File: src/rtl/shift_op_sequencer.sv
// -----------------------------------------------------------------------------
// shift_op_sequencer
//
// Drives a combinational arithmetic-right / left barrel shifter through one to
// three registered passes to build SLL, SRA, SRL and ROL. Commands and results
// move over two independent valid/ready handshakes.
//
// Ports
//   CLK, RST_N        clock, synchronous active-low reset
//   REQ_VALID/READY   command handshake; REQ_OP, REQ_AMT, REQ_DATA payload
//                     (op: 00 SLL, 01 SRA, 10 SRL, 11 ROL)
//   RSP_VALID/READY   result handshake; RSP_DATA held until consumed
//   BS_DIR/AMT/DIN    to shifter (DIR 1 = arithmetic right, 0 = left)
//   BS_DOUT           from shifter, combinational from BS_*
// -----------------------------------------------------------------------------
module shift_op_sequencer #(
  parameter int IWIDTH = 32,
  parameter int SWIDTH = 5
) (
  input  logic              CLK,
  input  logic              RST_N,
  input  logic              REQ_VALID,
  output logic              REQ_READY,
  input  logic [1:0]        REQ_OP,
  input  logic [SWIDTH-1:0] REQ_AMT,
  input  logic [IWIDTH-1:0] REQ_DATA,
  output logic              RSP_VALID,
  input  logic              RSP_READY,
  output logic [IWIDTH-1:0] RSP_DATA,
  output logic              BS_DIR,
  output logic [SWIDTH-1:0] BS_AMT,
  output logic [IWIDTH-1:0] BS_DIN,
  input  logic [IWIDTH-1:0] BS_DOUT
);

  typedef enum logic [2:0] {IDLE, P1, P2, P3, RESP} state_e;
  typedef enum logic [1:0] {OP_SLL = 2'b00, OP_SRA = 2'b01,
                            OP_SRL = 2'b10, OP_ROL = 2'b11} op_e;

  // Only the MSB set: an arithmetic right shift of this smears it into a mask
  // whose top n+1 bits are ones.
  localparam logic [IWIDTH-1:0] MSB_ONLY = {1'b1, {(IWIDTH-1){1'b0}}};

  state_e              state_q, state_d;
  op_e                 op_q, op_d;
  logic [SWIDTH-1:0]   n_q, n_d;
  logic [IWIDTH-1:0]   x_q, x_d;
  logic [IWIDTH-1:0]   acc_q, acc_d;
  logic [IWIDTH-1:0]   t_q, t_d;
  logic [IWIDTH-1:0]   m_q, m_d;
  logic [IWIDTH-1:0]   rsp_q, rsp_d;
  logic [SWIDTH-1:0]   k;

  // Complementary amount for the right-hand half of a rotate; wraps modulo
  // 2^SWIDTH, so it is only meaningful for n != 0.
  assign k = SWIDTH'(IWIDTH) - n_q;

  always_comb begin
    // NOTE: every combinational output gets a default first so no path through
    // the case statement leaves a value unassigned, which would infer a latch.
    state_d = state_q;
    op_d    = op_q;
    n_d     = n_q;
    x_d     = x_q;
    acc_d   = acc_q;
    t_d     = t_q;
    m_d     = m_q;
    rsp_d   = rsp_q;
    BS_DIR  = 1'b0;
    BS_AMT  = '0;
    BS_DIN  = '0;

    unique case (state_q)
      IDLE: begin
        if (REQ_VALID) begin
          op_d    = op_e'(REQ_OP);
          n_d     = REQ_AMT;
          x_d     = REQ_DATA;
          state_d = P1;
        end
      end

      P1: begin
        BS_DIR = (op_q == OP_SRA) || (op_q == OP_SRL);
        BS_AMT = n_q;
        BS_DIN = x_q;
        if ((op_q == OP_SRL) || ((op_q == OP_ROL) && (n_q != '0))) begin
          acc_d   = BS_DOUT;
          state_d = P2;
        end else begin
          // SLL, SRA and a zero-amount rotate finish in a single pass.
          rsp_d   = BS_DOUT;
          state_d = RESP;
        end
      end

      P2: begin
        BS_DIR = 1'b1;
        if (op_q == OP_SRL) begin
          // Mask pass: clear the n sign-fill bits left by the arithmetic shift.
          BS_AMT  = n_q;
          BS_DIN  = MSB_ONLY;
          m_d     = BS_DOUT;
          rsp_d   = acc_q & ~(BS_DOUT << 1);
          state_d = RESP;
        end else begin
          BS_AMT  = k;
          BS_DIN  = x_q;
          t_d     = BS_DOUT;
          state_d = P3;
        end
      end

      P3: begin
        // Mask for the rotate's wrapped-around bits: low n bits of t survive.
        BS_DIR  = 1'b1;
        BS_AMT  = k;
        BS_DIN  = MSB_ONLY;
        m_d     = BS_DOUT;
        rsp_d   = acc_q | (t_q & ~(BS_DOUT << 1));
        state_d = RESP;
      end

      RESP: begin
        if (RSP_READY) state_d = IDLE;
      end

      default: state_d = IDLE;
    endcase
  end

  // NOTE: sequential state uses non-blocking assignments so every register
  // samples the pre-edge values regardless of statement order.
  always_ff @(posedge CLK) begin
    if (!RST_N) begin
      state_q <= IDLE;
      op_q    <= OP_SLL;
      n_q     <= '0;
      x_q     <= '0;
      acc_q   <= '0;
      t_q     <= '0;
      m_q     <= '0;
      rsp_q   <= '0;
    end else begin
      state_q <= state_d;
      op_q    <= op_d;
      n_q     <= n_d;
      x_q     <= x_d;
      acc_q   <= acc_d;
      t_q     <= t_d;
      m_q     <= m_d;
      rsp_q   <= rsp_d;
    end
  end

  // Ready is withheld while reset is asserted even though the state is IDLE.
  assign REQ_READY = (state_q == IDLE) && RST_N;
  assign RSP_VALID = (state_q == RESP);
  assign RSP_DATA  = rsp_q;

endmodule

File: config.mk
export PLATFORM = sky130hd
export DESIGN_NAME = shift_op_sequencer
export DESIGN_NICKNAME = d
export VERILOG_FILES = /design/src/rtl/shift_op_sequencer.sv
export SDC_FILE = /design/constraint.sdc
export NUM_CORES = 1
export LEC_CHECK = 0
export BUFFER_PORTS_ARGS = -buffer_cell sky130_fd_sc_hd__buf_2
export CORE_ASPECT_RATIO = 1.75
export CORE_UTILIZATION = 30
export DETAILED_ROUTE_END_ITERATION = 12
export PLACE_DENSITY = 0.5
export SETUP_SLACK_MARGIN = 0.5
export SLEW_MARGIN = 5
export SYNTH_ARGS = -nofsm -noshare
export SYNTH_HDL_FRONTEND = slang
export SYNTH_SLANG_ARGS = --single-unit
File: constraint.sdc
create_clock -name CLK -period 2.4 [get_ports CLK]
set_clock_uncertainty 0.2 [all_clocks]
set_input_delay 0.24 -clock CLK [delete_from_list [all_inputs] [get_ports CLK]]
set_output_delay 0.24 -clock CLK [all_outputs]
set_load 0.01 [all_outputs]
# == Word level (Yosys, flattened, before mapping) ==
# Cells that the tools add are included.
# totals
register_bits,138
latchBits,0
mem_bits_rw,0
mem_bits_ro,0
in_bits,75
out_inout_bits,72
wordCells,50
mem_count,0
# classes
addsub,1
mul,0
div,0
magnitude_cmp,0
eq_ne,11
shifts,0
n_mux,13
bitwise_logic,5
reduce_logical,13
# ops
op,n
$pmux W32 S3,2
$mux W32,3
$and A32 B32 Y32,2
$not A32 Y32,1
$or A32 B32 Y32,1
$pmux W3 S5,1
$pmux W5 S3,1
$mux W3,4
$reduce_and A2 Y1,4
$eq A3 B2 Y1 const B,2
$ne A2 B2 Y1 const B,3
$mux W5,1
$reduce_bool A5 Y1,1
$sub A1 B5 Y5 const A,1
$eq A2 B2 Y1 const B,2
$eq A3 B1 Y1 const B,1
$eq A3 B3 Y1 const B,1
$logic_not A3 Y1,1
$reduce_and A3 Y1,1
$reduce_bool A3 Y1,1
$eq A2 B1 Y1 const B,1
$logic_and A1 B1 Y1,2
$logic_or A1 B1 Y1,2
$ne A2 B1 Y1 const B,1
3 further kinds,3

# == Logic depth before layout (Yosys ltp) ==
# Gate-level depths: netlist of run 1.
# depth
depth_word,5
depth_mapped,10
depth_no_buf,8

# == Worst setup path before layout of run 1 ==
# OpenSTA, ideal clock, no wires.
# synth_path
path_kind,flip-flop to flip-flop
start,reg n_q[1]
end,reg rsp_q[12] (netlist: RSP_DATA[12])
setup_time_ns,0.116
arrival_time_ns,1.800
required_time_ns,2.084
path_slack_ns,0.284
path_stages_with_launch,11
n_path_buf,2
period_less_slack_ns,2.116
path_cell_list,dfxtp_1 inv_1 ha_1 nor3b_1 ha_1 nor2b_1 o21bai_1 and2_1 buf_2 buf_2 o211a_1
# synth_via
elab_chain_len,5
# synth_rtl
element,line_no,source
from (decl),46,"logic [SWIDTH-1:0] n_q, n_d;"
from (signal assigned),147,n_q <= n_d;
$reduce_bool A5 Y1,87,if ((op_q == OP_SRL) || ((op_q == OP_ROL) && (n_q != '0))) begin
$logic_and A1 B1 Y1,87,
$logic_or A1 B1 Y1,87,
$ne A2 B2 Y1 (no source line),n/a,
$reduce_and A3 Y1 (no source line),n/a,
to (signal assigned),152,rsp_q <= rsp_d;
to (decl),51,"logic [IWIDTH-1:0] rsp_q, rsp_d;"
# Every way passes these cells.
# A chain may end at the register's enable or synchronous reset.

# == Final worst setup path of run 1 ==
# layout_path
start,reg op_q[0]
end,out BS_DIN[24]
# layout_via
elab_chain_len,3
# layout_rtl
element,line_no,source
from (decl),45,"op_e op_q, op_d;"
from (signal assigned),146,op_q <= op_d;
$eq A2 B2 Y1,99,if (op_q == OP_SRL) begin
$mux W32,99,
$pmux W32 S3,73,unique case (state_q)
to (decl),32,"output logic [IWIDTH-1:0] BS_DIN,"
# Every way passes these cells.

==> out/results.ini, run 1 <==
[run_status]
outcome=finished with violations
violations=setup timing

[die]
start_util=0.306
die-area_sq_um=22400
dieWidth_microns=114
die_h_microns=197
io_pins=147
fp.coreArea_sq_um=21400
row_count=71

[setup_path]
slowest_stage=or3b_4
crit_family=simple AND/OR/NAND/NOR gates
crit_required_ns=1.96
cp-start-kind=flip-flop
end_kind=output pin
crit_path_cell_trace=inv_2 > ha_4 > or3b_4 > a21oi_4 > buf_12 > clkbuf_16 > and2_4 > buf_6
max_stage_delay_ns=0.38
arrival_ns=2.02
path_class=reg -> out
worst-path-max-fanout=7
critical_path_buf_inv_count=4

[detailed_routing]
vias=6279
firstDrtPassIters=6
wl_per_cell_microns=15.9
vias_per_cell=4.77
wl_microns=21000
postRouteAntennaNets=0
drt_iter0_drc=284
drc=0

[sta]
finalCritPeriodShare=1.02
finalCriticalPeriod_ns=2.46
worst_pin_slew_ns=0.632
worst_slack_ns=-0.0569
finalHoldViolations=0
setup_viol=33
timing.slew.headroom=0.579
rsz0062_at_grt=true
drv_slew=0
worst_hold_slack_ns=0.118
max_freq_ghz=0.407

[synthesis]
syn-num-nets=841
avgSynthCellArea_sq_um=8.59
synth-seq-cells=138
synth_warnings=0
yosysUniqueCellTypes=41
yosys.area.top_type=dfxtp_1
synth_area_leaders=dfxtp_1, nand2_1, nor2b_1
synth.top_cell.area_share=0.422
ys_seq_area_frac=0.422
syn_inst=762
syn_area_sq_um=6540

[placement]
dp_slack_ns=0.225
place_hpwl_microns=12400
portBuffers=146
gp_congestion=0.748

[grt]
grt_pass1_vias=6377
grt_usage=0.194
grt_pass1_wl_microns=33200
gr-total-overflow=0
antenna_found_initial=0
grt_max_degree=66

[power_and_ir_drop]
p_sw_mw=1.76
leakage_nw=4.76
comb_power_share=0.196
seqPwrFrac=0.381
switching_share=0.265
clkPwrFrac=0.423
p_int_mw=4.88
power.density_nw_per_um2=641
ir_worst_vdd_v=0.000404

[clock_network]
ctsRootBufferMaster=clkbuf_16
clock_path_buffers=2
clock-sinks=138
clk_pin_slew_ns=0.06
htreeDepth=4
cts_tree=built
worst_skew_pair.late_latency_ns=0.43
cts_made_buffers=17

[final_layout]
finalNetCount=1091
synthToLayoutAreaGrowth_pct=58.2
ff_latch_area_sq_um=2780
drive_gt1_frac=0.341
diodes=0
multi_input_area_sq_um=3720
nFillCells=2080

[min_path]
hold_class=in -> reg

[flow_run]
cap_viol_max_count=0

==> placed cells by master (no fill, tap or decap), drive strengths merged, types with 5 or more instances in the layout <==
cell type,Yosys,routed
nand2,149,149
nor2,8,8
o211a,30,30
a21boi,73,73
and2,35,35
dfxtp,138,138
o21ai,34,34
mux2i,32,32
nand2b,5,5
clkinv,0,6
nor2b,67,67
inv,37,38
clkbuf,31,20
nand4,31,31
a21oi,7,7
buf,30,217
dlygate4sd3,0,72
a32oi,30,30
==> worst register-to-register path, delay by kind of cell, from the launching register on <==
kind	cells	cell delay [ns]
flip-flops	1	0.33
AO/OA/AOI/OAI	2	0.28
buffers and inverters	3	0.33
AND/OR/NAND/NOR	3	0.53
adder cells (fa/ha/maj)	2	0.31
==> synthesized netlist by cell type <==
cell type	number
or3b_4	1
dfxtp_1	138
o32ai_1	1
a21oi_2	1
nor2b_1	67
nor2_4	1
o221ai_1	1
buf_6	5
o21ai_0	33
nand2b_1	5
nor3b_2	1
o21bai_1	1
nor3_1	3
buf_2	17
inv_1	37
a21boi_0	39
and2_1	35
a31oi_1	1
nor2_1	7
a41o_1	1
and3b_1	2
nand2_1	149
nand4_1	31
o21a_1	1
buf_4	7
a21oi_1	6
a32oi_1	30
a211o_1	1
o21ai_2	1
xnor2_1	1
clkbuf_1	31
a21boi_1	34
mux2i_1	32
o221a_2	1
buf_1	1
a211oi_1	1
or4b_1	1
nand3b_1	1
o211a_1	30
ha_1	4
nor3b_1	2
==> registers in the layout, summed over array words and instances (netlist names) <==
signal,cells
op_q,2
state_q,3
acc_q,32
RSP_DATA,32
n_q,5
t_q,32
x_q,32
==> stage by stage <==
stage | power, mW | setup TNS, ns | std cells | area [sq um] | utilization
floorplan | 3.10 | 0 | 762 | 6740 | -
global placement | 3.44 | 0 | 1166 | 7780 | 0.363
detailed placement | 3.45 | 0 | 1166 | 7780 | 0.363
CTS | 6.64 | -3.28 | 1303 | 9970 | 0.465
global route | 6.94 | -3.88 | 1317 | 10400 | 0.484
finish | 6.63 | -1.49 | 1317 | 10400 | 0.484
==> worst paths after layout <==
path                                            from                         to  slack [ns]  cells after the start
worst min register to register  t_q[28]$_SDFFE_PN0P_       t_q[28]$_SDFFE_PN0P_        0.25                      2
worst min-delay path                       REQ_VALID       op_q[1]$_SDFFE_PN0P_        0.12                      5
worst max-delay path            op_q[0]$_SDFFE_PN0P_                 BS_DIN[24]       -0.06                      8
worst max register to register   n_q[0]$_SDFFE_PN0P_  RSP_DATA[26]$_SDFFE_PN0P_        0.31                     10
==> kinds of logic after synthesis <==
logic type      Yosys count  share of synthesized area
simple gates            306                      0.237
xor+xnor                  1                    0.00134
compound gates          183                      0.214
buf+inv                  98                     0.0692
mux                      32                     0.0489
flops                   138                      0.422
fa+ha+maj                 4                    0.00765
==> what timing repair did <==
action,4_1_cts,5_1_grt
pin swaps,19,15
gates resized for setup,83,60
hold endpoints to repair,105,0
hold buffers,72,0
gates cloned,10,3
setup endpoints to repair,161,133
setup buffers,23,11
==> power groups by stage <==
stage          registers (mW)  logic, mW  clock network, mW
5_1_grt                  2.54       1.41               2.99
6_report                 2.53       1.30               2.81
3_5_place_dp             2.58      0.878                  0
3_3_place_gp             2.57      0.872                  0
2_1_floorplan            2.59      0.512                  0
4_1_cts                  2.53       1.22               2.89
==> final cells by class <==
| class | instances | share of cell area |
|---|---|---|
| flip-flops and latches | 138 | 0.268 |
| inverters | 37 | 0.0134 |
| multi-input cells | 526 | 0.359 |
| clock inverters | 15 | 0.0193 |
| well taps | 292 | 0.0353 |
| clock buffers | 17 | 0.0411 |
| repair buffers | 292 | 0.264 |
==> layer usage <==
layer,vias to the layer above,share of wire,GRT usage
met4,0,0.024,0.0897
met1,2988,0.38,0.192
met5,-,0,0
met2,136,0.57,0.375
li1,3127,-,-
met3,28,0.033,0.0414
(Power assumes the default switching activity.)
==> inputs of run 2 (changes only) <==
- RECOVER_POWER: not set -> 100
==> out/results.ini, run 2 (same netlist as run 1, synthesis figures left out) <==
[run_status]
outcome=finished with violations
violations=setup timing

[die]
dieWidth_microns=114  ; unchanged
io_pins=147  ; unchanged
start_util=0.306  ; unchanged
row_count=71  ; unchanged
die_h_microns=197  ; unchanged
die-area_sq_um=22400  ; unchanged
fp.coreArea_sq_um=21400  ; unchanged

[setup_path]
r2r-end=acc_q[16]$_SDFFE_PN0P_
rr_startpoint=n_q[0]$_SDFFE_PN0P_
arrival_ns=2.02  ; about the same
reg2regPathDepth=10  ; unchanged
crit_required_ns=1.96  ; about the same
worst-path-max-fanout=7  ; unchanged
r2r_slack_ns=0.06  ; -0.25 ns
end_kind=output pin
path_class=reg -> out
cp-start-kind=flip-flop

[clock_network]
ctsRootBufferMaster=clkbuf_16
clock-sinks=138  ; unchanged
cts_made_buffers=17  ; unchanged
worst_skew_pair.late_latency_ns=0.43  ; about the same
clk_pin_slew_ns=0.06  ; about the same
htreeDepth=4  ; unchanged
cts_tree=built
clock_path_buffers=2  ; unchanged

[grt]
grt_pass1_vias=6377  ; unchanged
grt_max_degree=66  ; unchanged
grt_usage=0.194  ; unchanged
grt_pass1_wl_microns=33200  ; unchanged
antenna_found_initial=0  ; unchanged
gr-total-overflow=0  ; unchanged

[min_path]
hold_class=in -> reg
holdPathEnd=op_q[1]$_SDFFE_PN0P_
hold_path_depth=5  ; unchanged
min_from=REQ_VALID

[sta]
finalCriticalPeriod_ns=2.46  ; +0.00178 ns
finalHoldViolations=0  ; unchanged
worst_pin_slew_ns=0.650  ; +0.0182 ns
max_freq_ghz=0.407  ; about the same
setup_tns_ns=-1.56  ; -0.0671 ns
timing.slew.headroom=0.567  ; -0.0121
worst_slack_ns=-0.0587  ; -0.00178 ns
finalCritPeriodShare=1.02  ; about the same
setup_viol=33  ; unchanged
drv_slew=0  ; unchanged
rsz0062_at_grt=true

[power_and_ir_drop]
clkPwrFrac=0.432  ; +0.009
ir_worst_vdd_v=0.000394  ; -2.5%
power.density_nw_per_um2=653  ; +1.8%
p_int_mw=4.77  ; -2.3%
leakage_nw=4.47  ; -6.0%
comb_power_share=0.179  ; -0.017
switching_share=0.267  ; +0.00270
p_sw_mw=1.74  ; -0.93%
seqPwrFrac=0.389  ; +0.008

[placement]
place_hpwl_microns=12400  ; unchanged
gp_congestion=0.748  ; unchanged
portBuffers=146  ; unchanged
placedInstanceArea_sq_um=7780  ; unchanged

[detailed_routing]
postRouteAntennaNets=0  ; unchanged
wl_per_cell_microns=16.0  ; +0.46%
vias_per_cell=4.75  ; -0.43%
drt_iter0_drc=319  ; +12%
wl_microns=21100  ; +0.46%
vias=6252  ; -0.43%
firstDrtPassIters=4  ; -2
drc=0  ; unchanged

[final_layout]
final_area_sq_um=9970  ; -3.7%
diodes=0  ; unchanged
finalNetCount=1091  ; unchanged
final_util=0.466  ; -0.0179
drive_gt1_frac=0.284  ; -0.0576
final_common_cell=nand2_1
nFillCells=2149  ; +3.3%
synthToLayoutAreaGrowth_pct=52.4
mostFrequentLayoutCells=nand2_1, dfxtp_1, buf_2, dlygate4sd3_1

[flow_run]
cap_viol_max_count=0  ; unchanged

-- run 2: changes by cell type in the layout (fill, tap and decap cells not counted), moves of 3 or more --
cell	before	now
clkbuf_2	0	8
a21boi_0	35	65
clkbuf_1	0	43
clkbuf_4	0	3
buf_16	10	5
buf_12	14	9
clkdlybuf4s15_1	0	3
and2_0	0	3
a21boi_1	28	6
buf_6	51	40
a21boi_2	10	2
buf_2	113	79
-- run 2: critical path: stages, from the launching register on --
cell and delay, ns:
dfxtp_2 0.33, inv_2 0.04, ha_4 0.15, or3b_4 0.38, a21oi_4 0.15, buf_12 0.15
clkbuf_16 0.15, and2_4 0.13, buf_6 0.09
-- run 2: cell type report --
class                           count  area, sq um  share of cell area
Multi-Input combinational cell    526         3640               0.365
Sequential cell                   138         2780               0.278
Timing Repair Buffer              292         2420               0.243
Clock buffer                       17          425              0.0427
Tap cell                          292          365              0.0366
Clock inverter                     15          200              0.0201
Inverter                           37          139              0.0139
-- run 2: stage by stage --
step                      cells  power (mW)  hold slack [ns]  worst slack [ns]
final                      1317        6.51            0.119           -0.0587
after detailed placement   1166        3.45            0.241             0.225
after global routing       1317        6.81            0.151            -0.132
after floorplan             762        3.10            0.175             0.418
after global placement     1166        3.44            0.236             0.234
after CTS                  1303        6.64            0.108            -0.111
-- run 2: how the worst max path moves through the flow --
stage,end,slack (ns),from,cells past startpoint
CTS,BS_DIN[22],-0.11,op_q[0]$_SDFFE_PN0P_,8
floorplan,RSP_DATA[21]$_SDFFE_PN0P_,0.42,n_q[1]$_SDFFE_PN0P_,10
finish,BS_DIN[24],-0.06,op_q[0]$_SDFFE_PN0P_,8
global route,BS_DIN[3],-0.13,op_q[0]$_SDFFE_PN0P_,8
detailed placement,RSP_DATA[22]$_SDFFE_PN0P_,0.23,n_q[0]$_SDFFE_PN0P_,9
global placement,RSP_DATA[21]$_SDFFE_PN0P_,0.23,n_q[0]$_SDFFE_PN0P_,9
-- run 2: power by group through the flow --
stage          logic (mW)  clock network [mW]  registers (mW)
2_1_floorplan       0.512                   0            2.59
3_3_place_gp        0.872                   0            2.57
3_5_place_dp        0.878                   0            2.58
4_1_cts              1.22                2.89            2.53
5_1_grt              1.28                2.99            2.54
6_report             1.17                2.81            2.53
-- run 2: repair_timing --
action,CTS,global route
hold endpoints to repair,105,0
setup buffers,23,11
endpoints found under the setup margin,161,133
cloned,10,3
hold buffers,72,0
gates resized for setup,83,60
pin swaps,19,15
-- run 2: metal layers --
layer	GRT usage	routed length (microns)	vias up	part of all wire
met4	0.0897	462	0	0.022
met5	0	0	-	0
li1	-	-	3121	-
met3	0.0414	675	27	0.032
met1	0.192	7990	2969	0.38
met2	0.375	11900	135	0.57
==> inputs of run 3 (changes only) <==
--- a/config.mk
+++ b/config.mk
@@ -10,2 +10,3 @@
 export CORE_UTILIZATION = 30
+export CTS_BUF_LIST = sky130_fd_sc_hd__clkbuf_4 sky130_fd_sc_hd__clkbuf_8 sky130_fd_sc_hd__clkbuf_16
 export DETAILED_ROUTE_END_ITERATION = 12
--- a/constraint.sdc
+++ b/constraint.sdc
@@ -4,2 +4,2 @@
 set_output_delay 0.24 -clock CLK [all_outputs]
-set_load 0.01 [all_outputs]
+set_load 0.1 [all_outputs]
==> out/results.ini, run 3 (same netlist as run 1, synthesis figures left out) <==
[sta]
rsz0062_at_grt=true
finalCriticalPeriod_ns=2.56  ; +0.106 ns
setup_viol=84  ; +150%
worst_slack_ns=-0.164  ; -0.106 ns
worst_pin_slew_ns=1.20  ; +0.554 ns
finalCritPeriodShare=1.07  ; +0.0440
timing.slew.headroom=0.201  ; -0.366
drv_slew=0  ; unchanged
max_freq_ghz=0.390  ; -4.1%
finalHoldViolations=0  ; unchanged

[placement]
dp_slack_ns=0.219  ; -0.00680 ns
gp_congestion=0.711  ; -5.0%
portBuffers=146  ; unchanged
placedInstanceArea_sq_um=8400  ; +8.0%
place_hpwl_microns=12300  ; -0.79%
dp_cells=1163  ; -0.26%

[setup_path]
end_kind=output pin
cp-start-kind=flip-flop
r2r_slack_ns=-0.09  ; -0.15 ns
worst-path-max-fanout=8  ; +1
crit_required_ns=1.96  ; about the same
r2r-end=t_q[9]$_SDFFE_PN0P_
path_class=reg -> out
rr_startpoint=op_q[0]$_SDFFE_PN0P_
reg2regPathDepth=14  ; +4
arrival_ns=2.12  ; +0.10 ns

[clock_network]
clock-sinks=138  ; unchanged
ctsRootBufferMaster=clkbuf_16
worst_skew_pair.late_latency_ns=0.43  ; about the same
htreeDepth=4  ; unchanged
clock_path_buffers=2  ; unchanged
clk_pin_slew_ns=0.06  ; about the same
cts_made_buffers=17  ; unchanged
cts_tree=built

[power_and_ir_drop]
seqPwrFrac=0.357  ; -0.032
switching_share=0.334  ; +0.0666
p_sw_mw=2.37  ; +36%
comb_power_share=0.270  ; +0.091
p_total_mw=7.10  ; +9.2%
power.density_nw_per_um2=666  ; +2.1%
ir_worst_vdd_v=0.000370  ; -6.0%
clkPwrFrac=0.373  ; -0.059
p_int_mw=4.73  ; -0.74%
leakage_nw=4.67  ; +4.6%

[die]
row_count=71  ; unchanged
fp.coreArea_sq_um=21400  ; unchanged
dieWidth_microns=114  ; unchanged
io_pins=147  ; unchanged
start_util=0.306  ; unchanged
die-area_sq_um=22400  ; unchanged
die_h_microns=197  ; unchanged

[final_layout]
diodes=0  ; unchanged
mostFrequentLayoutCells=nand2_1, dfxtp_1, buf_2, dlygate4sd3_1, nor2b_1
final_util=0.498  ; +0.0326
finalNetCount=1102  ; +1.0%
drive_gt1_frac=0.306  ; +0.0221
synthToLayoutAreaGrowth_pct=63.0
nFillCells=2023  ; -5.9%
stdcell_count=1328  ; +0.84%
final_common_cell=nand2_1
final_area_sq_um=10700  ; +7.0%

[detailed_routing]
firstDrtPassIters=4  ; unchanged
drc=0  ; unchanged
vias_per_cell=4.78  ; +0.73%
vias=6350  ; +1.6%
wl_per_cell_microns=16.3  ; +2.2%
wl_microns=21700  ; +3.0%
postRouteAntennaNets=0  ; unchanged
drt_iter0_drc=268  ; -16%

[grt]
antenna_found_initial=0  ; unchanged
gr-total-overflow=0  ; unchanged
grt_max_degree=58  ; -12%
grt_pass1_vias=6441  ; +1.0%
grt_usage=0.199  ; +0.00493
grt_pass1_wl_microns=34100  ; +2.6%

[flow_run]
cap_viol_max_count=0  ; unchanged

[run_status]
outcome=finished with violations
violations=setup timing

[min_path]
hold_class=in -> reg
hold_path_depth=2  ; -3
min_from=RST_N
holdPathEnd=RSP_DATA[10]$_SDFFE_PN0P_

-- run 3: changes by cell type in the layout (fill, tap and decap cells not counted), sizes merged --
cell | before | now
clkbuf | 74 | 67
clkinvlp | 4 | 3
bufinv | 4 | 2
bufbuf | 0 | 1
clkdlybuf4s15 | 3 | 0
buf | 160 | 184
inv | 38 | 37
-- run 3: layer usage --
metal | vias to the layer above | GRT usage | part of all wire
met5 | - | 0 | 0
met4 | 0 | 0.0736 | 0.019
met3 | 22 | 0.0546 | 0.054
met2 | 151 | 0.372 | 0.54
met1 | 3034 | 0.207 | 0.38
li1 | 3143 | - | -
-- run 3: power groups by stage --
stage	registers, mW	clock network, mW	logic (mW)
after detailed placement	2.59	0	1.61
after global placement	2.58	0	1.60
final	2.53	2.65	1.92
after global routing	2.55	2.81	2.03
after floorplan	3.08	0	0.665
after CTS	2.54	2.72	1.93
-- run 3: final cells by class --
class / count / area [sq um] / area share
Multi-Input combinational cell: 526 / 3690 / 0.346
Clock inverter: 11 / 120 / 0.0113
Clock buffer: 21 / 474 / 0.0445
Tap cell: 292 / 365 / 0.0342
Sequential cell: 138 / 2780 / 0.260
Inverter: 37 / 141 / 0.0133
Timing Repair Buffer: 303 / 3100 / 0.290
-- run 3: through the flow --
step | hold WS, ns | TNS, ns
CTS | 0.0149 | -6.12
finish | 0.0228 | -7.59
detailed placement | 0.240 | 0
global placement | 0.236 | 0
global route | 0.0217 | -18.21
floorplan | 0.175 | 0
-- run 3: how the worst max path moves through the flow --
stage	startpoint	to	slack (ns)	depth (start not counted)
floorplan	op_q[0]$_SDFFE_PN0P_	BS_AMT[3]	0.1	6
global placement	op_q[0]$_SDFFE_PN0P_	BS_DIN[6]	0.24	7
detailed placement	n_q[0]$_SDFFE_PN0P_	RSP_DATA[30]$_SDFFE_PN0P_	0.22	9
CTS	op_q[0]$_SDFFE_PN0P_	BS_DIN[23]	-0.20	8
global route	op_q[0]$_SDFFE_PN0P_	BS_DIN[5]	-0.25	8
finish	op_q[0]$_SDFFE_PN0P_	BS_DIN[28]	-0.16	8
-- run 3: timing repair --
item,CTS,global route
cloned,11,2
endpoints found under the hold margin,104,0
setup buffers,32,16
hold buffers,72,0
endpoints found under the setup margin,123,139
gates resized for setup,85,33
pin swaps,43,32
-- run 3: critical path: stages (launching register included) --
cell	delay, ns
dfxtp_2	0.34
inv_2	0.04
ha_4	0.16
or3b_4	0.39
a21oi_4	0.16
buf_6	0.14
clkbuf_16	0.15
and2_4	0.15
buf_12	0.16
